## src/rtl/id_inst_buffer.sv

```systemverilog
// id_inst_buffer: DEPTH-entry circular instruction queue between the I-cache
// return path and the ID decoder. Each entry holds {excepttype, pc, inst}.
// Supports exception flush (kills everything) and taken-branch kill (keeps
// only the delay-slot head). Instructions carrying a fetch exception are
// stored as NOP (inst = 0).
// Optional feature: define INST_BUF_BYPASS_EN to forward an incoming
// instruction straight to ID in the same cycle when the queue is empty and
// ID is ready; the entry is then consumed without being written.
module id_inst_buffer #(
    parameter int DEPTH  = 4,
    parameter int PC_W   = 32,
    parameter int INST_W = 32,
    parameter int EXC_W  = 32
) (
    input  logic                         clk,
    input  logic                         rst,
    input  logic                         flush,
    input  logic                         br_e,
    input  logic                         in_valid,
    output logic                         in_ready,
    input  logic [PC_W-1:0]              in_pc,
    input  logic [INST_W-1:0]            in_inst,
    input  logic [EXC_W-1:0]             in_exc,
    output logic                         out_valid,
    input  logic                         out_ready,
    output logic [PC_W-1:0]              out_pc,
    output logic [INST_W-1:0]            out_inst,
    output logic [EXC_W-1:0]             out_exc,
    output logic [$clog2(DEPTH+1)-1:0]   count
);

    localparam int AW = $clog2(DEPTH);
    localparam int CW = $clog2(DEPTH + 1);
    localparam logic [CW-1:0] FULL = CW'(DEPTH);

    logic [PC_W-1:0]   pc_mem   [DEPTH];
    logic [INST_W-1:0] inst_mem [DEPTH];
    logic [EXC_W-1:0]  exc_mem  [DEPTH];

    logic [AW-1:0] wr_ptr, rd_ptr;
    logic [AW-1:0] wr_ptr_nxt, rd_ptr_nxt;
    logic [CW-1:0] count_nxt;

    logic has_data;
    logic bypass;
    logic push;
    logic pop;
    logic keep_head;

    // A fetch exception turns the instruction into a NOP so ID never decodes garbage.
    function automatic logic [INST_W-1:0] nop_force(input logic [INST_W-1:0] inst,
                                                    input logic [EXC_W-1:0]  exc);
        return (exc != '0) ? '0 : inst;
    endfunction

    assign has_data = (count != '0);
    // Acceptance depends only on occupancy, never on a same-cycle pop.
    assign in_ready = (count != FULL);

`ifdef INST_BUF_BYPASS_EN
    assign bypass = ~has_data & in_valid & out_ready & ~flush & ~br_e;
`else
    assign bypass = 1'b0;
`endif

    // A bypassed instruction is consumed directly by ID and never written.
    assign push      = in_valid & in_ready & ~flush & ~br_e & ~bypass;
    assign pop       = has_data & out_ready & ~flush;
    // Taken branch with ID stalled: the head is the delay slot and must survive.
    assign keep_head = br_e & ~flush & has_data & ~out_ready;

    // Next-state for pointers and occupancy; flush beats branch kill beats normal flow.
    always_comb begin
        wr_ptr_nxt = wr_ptr;
        rd_ptr_nxt = rd_ptr;
        count_nxt  = count;
        if (flush) begin
            wr_ptr_nxt = '0;
            rd_ptr_nxt = '0;
            count_nxt  = '0;
        end else if (br_e) begin
            if (keep_head) begin
                // Delay slot relocated to slot 0 so the queue restarts from a clean base.
                rd_ptr_nxt = '0;
                wr_ptr_nxt = AW'(1);
                count_nxt  = CW'(1);
            end else begin
                wr_ptr_nxt = '0;
                rd_ptr_nxt = '0;
                count_nxt  = '0;
            end
        end else begin
            if (push) wr_ptr_nxt = wr_ptr + AW'(1);
            if (pop)  rd_ptr_nxt = rd_ptr + AW'(1);
            case ({push, pop})
                2'b10:   count_nxt = count + CW'(1);
                2'b01:   count_nxt = count - CW'(1);
                default: count_nxt = count;
            endcase
        end
    end

    // Control state register; async active-low reset clears the queue instantly.
    always_ff @(posedge clk or negedge rst) begin
        if (!rst) begin
            wr_ptr <= '0;
            rd_ptr <= '0;
            count  <= '0;
        end else begin
            wr_ptr <= wr_ptr_nxt;
            rd_ptr <= rd_ptr_nxt;
            count  <= count_nxt;
        end
    end

    // Entry storage: write on push, or copy the kept delay slot down to slot 0.
    always_ff @(posedge clk) begin
        if (push) begin
            pc_mem[wr_ptr]   <= in_pc;
            inst_mem[wr_ptr] <= nop_force(in_inst, in_exc);
            exc_mem[wr_ptr]  <= in_exc;
        end else if (keep_head) begin
            pc_mem[0]   <= pc_mem[rd_ptr];
            inst_mem[0] <= inst_mem[rd_ptr];
            exc_mem[0]  <= exc_mem[rd_ptr];
        end
    end

    // Head presentation toward ID; fields read as zero whenever nothing is valid.
    always_comb begin
        out_valid = 1'b0;
        out_pc    = '0;
        out_inst  = '0;
        out_exc   = '0;
        if (has_data) begin
            out_valid = 1'b1;
            out_pc    = pc_mem[rd_ptr];
            out_inst  = inst_mem[rd_ptr];
            out_exc   = exc_mem[rd_ptr];
        end
`ifdef INST_BUF_BYPASS_EN
        else if (bypass) begin
            out_valid = 1'b1;
            out_pc    = in_pc;
            out_inst  = nop_force(in_inst, in_exc);
            out_exc   = in_exc;
        end
`endif
    end

endmodule

```

## config.mk

```make
export PLATFORM = sky130hd
export DESIGN_NAME = id_inst_buffer
export DESIGN_NICKNAME = d
export VERILOG_FILES = /design/src/rtl/id_inst_buffer.sv
export SDC_FILE = /design/constraint.sdc
export NUM_CORES = 1
export LEC_CHECK = 0
export ABC_AREA = 1
export CORE_ASPECT_RATIO = 0.8
export CORE_MARGIN = 2
export CORE_UTILIZATION = 61
export CTS_CLUSTER_DIAMETER = 100
export CTS_CLUSTER_SIZE = 10
export DETAILED_ROUTE_END_ITERATION = 10
export PLACE_DENSITY = 0.86
export SLEW_MARGIN = 20
export SYNTH_ARGS = -nofsm -noshare
export SYNTH_HDL_FRONTEND = slang
export SYNTH_SLANG_ARGS = --single-unit
```

## constraint.sdc

```tcl
create_clock -name clk -period 22.8 [get_ports clk]
set_clock_uncertainty 0.2 [all_clocks]
set_input_delay 3.42 -clock clk [delete_from_list [all_inputs] [get_ports clk]]
set_output_delay 3.42 -clock clk [all_outputs]
set_load 0.02 [all_outputs]
```

==> results of run 1 <==
## worst min-delay path: cells and delay by family, from the launching register on
kind	cells	cell delay, ps
buffers and inverters	1	130
AOI/OAI and AO/OA	1	90
DFF	1	410
## kinds of logic (layout without fill, tap and decap cells)
group / after synthesis / in the layout
compound gates: 387 / 387
buf+inv: 240 / 427
simple gates: 666 / 666
fa+ha+maj: 2 / 2
xor+xnor: 3 / 3
flops: 391 / 391
## cell type report
cell class                      count  area, um2
Multi-Input combinational cell   1058       4580
Inverter                          144        553
Sequential cell                   391      11700
Timing Repair Buffer              218       2140
Fill cell                        1802       7370
Clock buffer                       63       1240
Clock inverter                      2       17.5
Tap cell                          370        463
## through the flow
step,cell area (um2),worst slack (ps),hold WS (ps)
3_3_place_gp,19500,15450,415
2_1_floorplan,17300,11500,375
4_1_cts,20700,14880,472
3_5_place_dp,19500,15470,450
5_1_grt,20700,14470,502
6_report,20700,14760,482
## synth_stat cells
cell,count
buf_1,14
edfxtp_1,384
nand2_1,409
o211ai_1,8
ha_1,1
inv_1,139
nor2_1,244
nor3_1,3
buf_6,4
clkbuf_1,30
buf_4,6
dfrtp_1,7
fa_1,1
o21ai_1,123
o21ai_0,69
nor3_2,1
o22ai_1,1
nand3_2,1
a21oi_1,186
xnor2_1,2
xor2_1,1
buf_2,42
inv_2,5
nand4_1,1
nand3_1,7
## placed cells by master (no fill, tap or decap)
cell type        Yosys  routed
dfrtp_1              7       5
inv_8                0       1
inv_2                5       1
inv_1              139     139
clkinv_2             0       2
o21ai_1            123     123
nor3_1               3       1
nand2_4              0       2
clkdlybuf4s50_1      0     202
xnor2_1              2       2
nand3_1              7       7
clkbuf_16            0      47
o21ai_0             69      69
o22ai_1              1       1
nand2_1            409     407
nor2_4               0       2
o211ai_1             8       8
a21oi_1            186     186
nand4_1              1       1
dfrtp_4              0       2
edfxtp_1           384     384
nor3_2               1       3
ha_1                 1       1
buf_4                6      16
xor2_1               1       1
fa_1                 1       1
inv_4                0       1
clkbuf_1            30      16
inv_6                0       2
nor2_1             244     242
nand3_2              1       1
## registers in the layout, indices dropped and copies added (netlist names)
name and flops:
wr_ptr 2, pc_mem 128, rd_ptr 2, inst_mem 128
count 3, exc_mem 128
## metal layers
| layer | vias to the layer above | routed length [um] | global-route usage [%] |
|---|---|---|---|
| met1 | 5938 | 16500 | 38.7 |
| li1 | 6024 | - | - |
| met2 | 699 | 19700 | 45.8 |
| met4 | 0 | 971 | 8.83 |
| met5 | - | 0 | 0 |
| met3 | 86 | 4120 | 4.06 |
## power by group through the flow
stage / logic (W) / registers (W) / clock network [W]
global route: 0.000117 / 0.000805 / 0.000659
floorplan: 0.0000534 / 0.000819 / 0
finish: 0.000108 / 0.000804 / 0.000630
CTS: 0.000108 / 0.000804 / 0.000633
global placement: 0.000105 / 0.000818 / 0
detailed placement: 0.000107 / 0.000819 / 0
## worst max-delay path by stage
stage / to / slack [ps] / depth (start not counted)
4_1_cts: out_inst[30] / 14880 / 7
2_1_floorplan: exc_mem[2][0]$_DFFE_PP_ / 11500 / 3
3_3_place_gp: out_inst[12] / 15450 / 7
6_report: out_pc[21] / 14760 / 7
5_1_grt: out_inst[30] / 14470 / 7
3_5_place_dp: out_inst[12] / 15470 / 7
==> run summary, run 1 <==
final design utilization: 73.8%
Yosys top cell by area: edfxtp_1
largest cells by area after synthesis: edfxtp_1 (67%), nand2_1 (8.9%), a21oi_1 (5.4%)
slowest cell delay on critical path: 920 ps
xor and xnor area share after synthesis: 0.152%
Sw Pwr: 0.000326 W
post-detailed-route wirelength per cell: 18.4 um
fmax: 124 MHz
Netlist cell types: 25
drt pass-1 iters: 7
worst path cell trace: inv_8, buf_4, nor2_1, nor2_1, o21ai_1, a21oi_1, clkdlybuf4s50_1
worst skew pair latency: 520 ps
Clock Tree Root: clkbuf_16
Static Leak: 7.93 nW
sw frac: 21.2%
Post-Route WL: 41300 um
Ys Warns: 0
Ports: 203
share of the synthesized area in the top cell type: 66.8%
Adder-Cell Fraction of Synth Area: 0.189%
dpl cells: 2181
first-pass GRT wire length: 63800 um
vias after detailed routing: 12.7k
compound-cell area share of the yosys netlist: 11.3%
max cap viols: 0
Finished Layout Cells: 2246
Core Area: 28100 um2
Buf/Inv on CP: 3
main combinational cell family by area after synthesis: simple AND/OR/NAND/NOR gates
die area: 29700 um2
Internal: 0.00122 W
HP Class: reg2reg
CP dominant cell by count: nor2_1
Clock Path Buffers: 3
number of port buffers: 202
status: finished clean
Vias/cell: 5.68
grt total ovfl: 0
VDD IR max: 0.0574 mV
Tmin final: 8040 ps
Clock Power Share: 40.9%
Sink Count: 391
mux contribution to synthesized area: 0%
vias in the first global route: 12.6k
sequential cell fraction of total power: 52.1%
Worst EP required: 19180 ps
DRT iter0 DRCs: 1311
Top Family by Delay on Critical Path: buffers and inverters
synthesized area: 17300 um2
register bit total from synthesis: 391
Worst slew margin: 29.5%
syn nets: 1793
reg2reg end: inst_mem[2][10]$_DFFE_PP_
sequential area share after synthesis: 67.8%
total power: 0.00154 W
synthesized instance count: 1689
routability cong.: 0.790
CP arrival: 4420 ps
RR Startpoint: count[1]$_DFFE_PN0P_
# hold bufs at CTS: 0
initial antenna violation count: 0
Slew @ Worst Pin: 1060 ps
final-report hold violation count: 0
pins over their slew limit: 0
worst hold stages: 2
Post-Synth Simple-Gate Area: 14.6%
final setup violating endpoints: 0
CP startpoint: rd_ptr[0]$_DFFE_PN0P_
Pwr Density: 74.5 nW/um2
crit path max-delay cell type: buf_4
hold path startpoint: wr_ptr[1]$_DFFE_PN0P_
Reg2Reg Depth: 9
initial core utilization: 61.5%
Antenna Violating Nets Remaining: 0
GRT Total Usage: 27.8%
final worst path period share: 35.3%
clk slew on worst S/H paths: 50 ps
CTS H-tree lvls: 2
layout cells sized above 1: 4.26%
Hold EP: wr_ptr[1]$_DFFE_PN0P_
# rows: 55
Nets: 1962
Critical Path Source Type: register
postcts setup bufs: 0
CTS tree: done
die width: 192 um
Comb pwr share: 7.0%
area delta synth->final: 20.0%
crit-path max FO: 170
synthesized area per cell: 10.2 um2
# diodes: 0
Residual DRC: 0
die height: 154 um
cts bufs inserted: 45
crit path kind: reg2out
unrepaired setup endpoints after global routing: no
R2R setup slack: 19120 ps
crit end category: output port
Post-DP HPWL: 23300 um
post-CTS sizing: 0
Sum Neg Setup Slack: 0 ps
largest net degree at the start of global routing: 171
No activity file was read; power rests on OpenSTA's default activity.
==> inputs of run 2 (changes only) <==
--- a/config.mk
+++ b/config.mk
@@ -8,11 +8,11 @@
 export ABC_AREA = 1
 export CORE_ASPECT_RATIO = 0.8
 export CORE_MARGIN = 2
-export CORE_UTILIZATION = 61
+export CORE_UTILIZATION = 56
 export CTS_CLUSTER_DIAMETER = 100
 export CTS_CLUSTER_SIZE = 10
 export DETAILED_ROUTE_END_ITERATION = 10
-export PLACE_DENSITY = 0.86
+export PLACE_DENSITY = 0.8
 export SLEW_MARGIN = 20
 export SYNTH_ARGS = -nofsm -noshare
 export SYNTH_HDL_FRONTEND = slang
==> constraint.sdc (replaced) <==
create_clock -name clk -period 8.1 [get_ports clk]
set_clock_uncertainty 0.2 [all_clocks]
set_input_delay 1.215 -clock clk [delete_from_list [all_inputs] [get_ports clk]]
set_output_delay 1.215 -clock clk [all_outputs]
set_load 0.02 [all_outputs]
==> run 2 against run 1 <==
Power increased to 2.8 times the previous value. Combinational power increased to 2.8 times the previous value. Critical path type unchanged. Largest cell class unchanged. Register-to-register slack got worse by 14000 ps. Non-clock buffer count increased by 1. Final area increased by 0.30%. Sequential power increased to 2.8 times the previous value.
==> run summary, run 2 (synthesized netlist as in run 1, its figures left out) <==
grt total ovfl: 0 (unchanged)
Core Area: 30400 um2 (was 28100 um2)
CP startpoint: rd_ptr[0]$_DFFE_PN0P_ (unchanged)
post-CTS sizing: 0 (unchanged)
Final Cell Area: 20800 um2 (was 20700 um2)
layout cells sized above 1: 4.33% (was 4.26%)
routability cong.: 0.817 (was 0.790)
Slew @ Worst Pin: 1110 ps (was 1060 ps)
Post-Route WL: 41600 um (was 41300 um)
postcts setup bufs: 0 (unchanged)
Antenna Violating Nets Remaining: 0 (unchanged)
area delta synth->final: 20.4% (was 20.0%)
Vias/cell: 5.51 (was 5.68)
Ports: 203 (unchanged)
Finished Layout Cells: 2283 (was 2246)
Residual DRC: 0 (unchanged)
CTS H-tree lvls: 2 (unchanged)
cts bufs inserted: 45 (unchanged)
Worst EP required: 6680 ps (was 19180 ps)
first-pass GRT wire length: 65300 um (was 63800 um)
Post-DP HPWL: 22900 um (was 23300 um)
VDD IR max: 0.124 mV (was 0.0574 mV)
commonest non-fill, non-tap cells in the layout: nand2_1 (407), edfxtp_1 (384), nor2_1 (242) (unchanged)
drt pass-1 iters: 5 (was 7)
initial core utilization: 56.8% (was 61.5%)
pins over their slew limit: 0 (unchanged)
hold path startpoint: count[2]$_DFFE_PN0P_ (was wr_ptr[1]$_DFFE_PN0P_)
Nets: 1963 (was 1962)
die area: 32200 um2 (was 29700 um2)
CTS tree: done (unchanged)
final setup violating endpoints: 0 (unchanged)
crit-path max FO: 146 (was 170)
# rows: 57 (was 55)
GRT Total Usage: 25.6% (was 27.8%)
most common cell after layout, fill and taps aside: nand2_1 (unchanged)
Clock Tree Root: clkbuf_16 (unchanged)
placed instance area: 19500 um2 (about the same)
worst skew pair latency: 540 ps (was 520 ps)
Worst slew margin: 25.6% (was 29.5%)
dpl cells: 2224 (was 2181)
vias in the first global route: 12.5k (was 12.6k)
fmax: 177 MHz
crit path kind: reg2out (unchanged)
CP arrival: 4240 ps (was 4420 ps)
number of port buffers: 202 (unchanged)
max cap viols: 0 (unchanged)
die height: 161 um (was 154 um)
final worst path period share: 69.9%
DRT iter0 DRCs: 1166 (was 1311)
# hold bufs at CTS: 0 (unchanged)
crit end category: output port (unchanged)
unrepaired setup endpoints after global routing: no (unchanged)
total power: 0.00432 W (was 0.00154 W)
Sink Count: 391 (unchanged)
Clock Path Buffers: 3 (unchanged)
Sum Neg Setup Slack: 0 ps (unchanged)
final-report hold violation count: 0 (unchanged)
HP Class: reg2reg (unchanged)
post-detailed-route wirelength per cell: 18.2 um (was 18.4 um)
Critical Path Source Type: register (unchanged)
clk slew on worst S/H paths: 60 ps (was 50 ps)
Pwr Density: 208 nW/um2 (was 74.5 nW/um2)
vias after detailed routing: 12.6k (was 12.7k)
initial antenna violation count: 1 (was 0)
status: finished clean (unchanged)
Tmin final: 5660 ps
Top Registers: exc_mem (128), inst_mem (128), pc_mem (128) (unchanged)
filler cell count: 2206 (was 1802)
RR Startpoint: rd_ptr[0]$_DFFE_PN0P_ (was count[1]$_DFFE_PN0P_)
largest net degree at the start of global routing: 202 (was 171)
die width: 200 um (was 192 um)
Static Leak: 7.93 nW (about the same)
## run 2: changes by cell type in the layout (fill, tap and decap cells not counted), sizes merged
cell,delta
diode,+1
buf,+1
clkbuf,-8
## run 2: metal layers
| metal | part of all wire [%] | track usage (%) | up-vias |
|---|---|---|---|
| met3 | 8.1 | 4.94 | 51 |
| met5 | 0 | 0 | - |
| met4 | 1.5 | 7.17 | 0 |
| met1 | 42 | 35.4 | 6008 |
| met2 | 48 | 42.2 | 511 |
| li1 | - | - | 6017 |
## run 2: per-stage QoR
step                      setup slack (ps)  utilization [%]  hold WS (ps)
after CTS                             2530             68.3           447
final                                 2440             68.4           441
after global placement                3090             64.2           426
after floorplan                       -999                -           375
after global routing                  2280             68.4           505
after detailed placement              3100             64.2           422
## run 2: area by class of cell
type                       count  area [um2]  share of cell area, %
inverter                     144         553                   2.66
antenna                        1        2.50                 0.0120
sequential                   391       11700                   56.4
clock inverter                 2        17.5                 0.0843
clock buffer                  55        1210                   5.81
timing repair buffer         219        2180                   10.5
multi-input combinational   1058        4580                   22.0
tap                          413         517                   2.49
## run 2: final timing paths
kind / endpoint / slack (ps) / cells after the start
setup / recovery: out_inst[23] / 2440 / 8
hold / removal: count[2]$_DFFE_PN0P_ / 440 / 2
setup reg to reg: inst_mem[3][26]$_DFFE_PP_ / 4660 / 8
hold reg to reg: count[2]$_DFFE_PN0P_ / 440 / 2
max in group asynchronous: rd_ptr[1]$_DFFE_PN0P_ / 6630 / 1
min in group asynchronous: count[1]$_DFFE_PN0P_ / 760 / 1
## run 2: power breakdown
| group | internal (W) | switching, W | leakage, nW | total, W |
|---|---|---|---|---|
| sequential | 0.00225 | 0.00000855 | 3.66 | 0.00226 |
| combinational | 0.000123 | 0.000182 | 3.67 | 0.000305 |
| clock | 0.00103 | 0.000724 | 0.598 | 0.00175 |
## run 2: critical path, cell delays in order (launching register included)
cell	delay (ps)
dfrtp_4	670
inv_8	340
buf_16	430
buf_4	710
nor2_1	80
nor2_1	110
o21ai_0	150
a21oi_1	310
clkdlybuf4s50_1	670
==> inputs of run 3 (changes only) <==
--- a/config.mk
+++ b/config.mk
@@ -8,11 +8,11 @@
 export ABC_AREA = 1
 export CORE_ASPECT_RATIO = 0.8
 export CORE_MARGIN = 2
-export CORE_UTILIZATION = 56
+export CORE_UTILIZATION = 51
 export CTS_CLUSTER_DIAMETER = 100
 export CTS_CLUSTER_SIZE = 10
 export DETAILED_ROUTE_END_ITERATION = 10
-export PLACE_DENSITY = 0.8
+export PLACE_DENSITY = 0.77
 export SLEW_MARGIN = 20
 export SYNTH_ARGS = -nofsm -noshare
 export SYNTH_HDL_FRONTEND = slang
==> constraint.sdc (replaced) <==
create_clock -name clk -period 4.8 [get_ports clk]
set_clock_uncertainty 0.2 [all_clocks]
set_input_delay 0.72 -clock clk [delete_from_list [all_inputs] [get_ports clk]]
set_output_delay 0.72 -clock clk [all_outputs]
set_load 0.02 [all_outputs]
==> run 3 against run 2 <==
Register-to-register slack worse by 2600 ps. First-iteration DRC count down 6.2%. Global-route usage shrank 1.7 points. Non-clock buffer count up 11.
==> run summary, run 3 (synthesized netlist as in run 1, its figures left out) <==
status: finished clean (unchanged)
layout cells sized above 1: 4.89% (was 4.33%)
GRT Total Usage: 24.0% (was 25.6%)
Clock Path Buffers: 3 (unchanged)
Sink Count: 391 (unchanged)
filler cell count: 2601 (was 2206)
Slew @ Worst Pin: 966 ps (was 1110 ps)
HP Class: in2async (was reg2reg)
Critical Path Source Type: register (unchanged)
Pwr Density: 348 nW/um2 (was 208 nW/um2)
Antenna Violating Nets Remaining: 0 (unchanged)
VDD IR max: 0.286 mV (was 0.124 mV)
Top Registers: exc_mem (128), inst_mem (128), pc_mem (128) (unchanged)
Top Family by Delay on Critical Path: buffers and inverters (unchanged)
CP arrival: 3290 ps (was 4240 ps)
CTS tree: done (unchanged)
cts bufs inserted: 45 (unchanged)
CTS H-tree lvls: 2 (unchanged)
Worst slew margin: 35.6% (was 25.6%)
post-detailed-route wirelength per cell: 18.3 um (was 18.2 um)
vias after detailed routing: 12.6k (about the same)
met3 WL: 3090 um (was 3370 um)
Comb pwr share: 7.3% (was 7.1%)
Clock Power Share: 40.5% (was 40.6%)
number of port buffers: 202 (unchanged)
fmax: 238 MHz
final worst path period share: 87.7%
unrepaired setup endpoints after global routing: no (unchanged)
critical path depth: 6 (was 8)
Ports: 203 (unchanged)
Reg2Reg Depth: 5 (was 8)
DRT iter0 DRCs: 1094 (was 1166)
reg2reg end: exc_mem[3][31]$_DFFE_PP_ (was inst_mem[3][26]$_DFFE_PP_)
postcts setup bufs: 0 (unchanged)
area delta synth->final: 21.6% (was 20.4%)
crit path max-delay cell type: dfrtp_4 (was buf_4)
CP startpoint: rd_ptr[1]$_DFFE_PN0P_ (was rd_ptr[0]$_DFFE_PN0P_)
Buf/Inv on CP: 3 (was 4)
routability cong.: 0.794 (was 0.817)
clk slew on worst S/H paths: 60 ps (about the same)
# rows: 60 (was 57)
commonest non-fill, non-tap cells in the layout: nand2_1 (407), edfxtp_1 (384), nor2_1 (242) (unchanged)
Core Area: 33500 um2 (was 30400 um2)
max layer used: met4 (unchanged)
post-CTS sizing: 0 (unchanged)
vias in the first global route: 12.3k (was 12.5k)
Residual DRC: 0 (unchanged)
sequential cell fraction of total power: 52.2% (was 52.4%)
die height: 169 um (was 161 um)
R2R setup slack: 2100 ps (was 4660 ps)
most common cell after layout, fill and taps aside: nand2_1 (unchanged)
Post-Route WL: 42300 um (was 41600 um)
Sum Neg Setup Slack: 0 ps (unchanged)
Clock Tree Root: clkbuf_16 (unchanged)
crit-path max FO: 69 (was 146)
worst skew pair latency: 550 ps (was 540 ps)
final setup margin: 593 ps (was 2440 ps)
met2 routed WL: 20000 um (was 20100 um)
Final Cell Area: 21000 um2 (was 20800 um2)
largest net degree at the start of global routing: 111 (was 202)
drt pass-1 iters: 5 (unchanged)
die area: 35300 um2 (was 32200 um2)
final setup violating endpoints: 0 (unchanged)
# hold bufs at CTS: 0 (unchanged)
initial core utilization: 51.5% (was 56.8%)
first-pass GRT wire length: 66300 um (was 65300 um)
placed instance area: 19800 um2 (was 19500 um2)
dpl ws: 1210 ps (was 3100 ps)
Sw Pwr: 0.00155 W (was 0.000915 W)
worst path cell trace: clkinv_2, buf_4, a21oi_1, o21ai_1, a21oi_1, clkdlybuf4s50_1 (was inv_8, buf_16, buf_4, nor2_1, nor2_1, o21ai_0, a21oi_1, clkdlybuf4s50_1)
grt total ovfl: 0 (unchanged)
initial antenna violation count: 1 (unchanged)
crit end category: output port (unchanged)
Vias/cell: 5.44 (was 5.51)
CP dominant cell by count: a21oi_1 (was nor2_1)
die width: 210 um (was 200 um)
wire length on met1: 18400 um (was 17500 um)
final-report hold violation count: 0 (unchanged)
Worst EP required: 3880 ps (was 6680 ps)
sw frac: 21.2% (about the same)
pins over their slew limit: 0 (unchanged)
Tmin final: 4210 ps
CP Capture Point: out_inst[9] (was out_inst[23])
Post-DP HPWL: 23700 um (was 22900 um)
max cap viols: 0 (unchanged)
Nets: 1974 (was 1963)
Static Leak: 8.02 nW (was 7.93 nW)
RR Startpoint: rd_ptr[1]$_DFFE_PN0P_ (was rd_ptr[0]$_DFFE_PN0P_)
Internal: 0.00576 W (was 0.00341 W)
slowest cell delay on critical path: 770 ps (was 710 ps)
crit path kind: reg2out (unchanged)
run 3: final cells by class:
class	count	area [um2]	area share, %
Sequential cell	391	11700	55.8
Multi-Input combinational cell	1058	4600	21.9
Timing Repair Buffer	230	2360	11.2
Clock buffer	55	1210	5.75
Inverter	144	553	2.63
Tap cell	434	543	2.59
Clock inverter	2	17.5	0.0835
Antenna cell	1	2.50	0.0119
run 3: worst min-delay path by stage:
stage	to	slack (ps)	startpoint
floorplan	count[0]$_DFFE_PN0P_	220	rst
global placement	count[2]$_DFFE_PN0P_	420	count[2]$_DFFE_PN0P_
detailed placement	count[2]$_DFFE_PN0P_	410	count[2]$_DFFE_PN0P_
CTS	rd_ptr[1]$_DFFE_PN0P_	240	rst
global route	rd_ptr[1]$_DFFE_PN0P_	280	rst
finish	rd_ptr[1]$_DFFE_PN0P_	260	rst
run 3: layer usage:
metal,global-route usage (%),vias to the layer above
met2,38.9,503
li1,-,6057
met3,3.75,66
met5,0,-
met1,33.9,5973
met4,6.72,0
run 3: power by group through the flow:
| stage | sequential [W] | clock (W) | combinational (W) |
|---|---|---|---|
| finish | 0.00382 | 0.00296 | 0.000533 |
| global route | 0.00382 | 0.00314 | 0.000578 |
| CTS | 0.00382 | 0.00301 | 0.000535 |
| detailed placement | 0.00389 | 0 | 0.000530 |
| global placement | 0.00388 | 0 | 0.000523 |
| floorplan | 0.00389 | 0 | 0.000254 |
run 3: metrics by stage:
step	hold slack, ps	std cells	utilization [%]	power [W]
floorplan	224	1689	-	0.00414
global placement	415	2257	59.0	0.00441
detailed placement	411	2257	59.0	0.00442
CTS	243	2314	62.7	0.00736
global route	284	2315	62.7	0.00754
finish	260	2315	62.7	0.00731
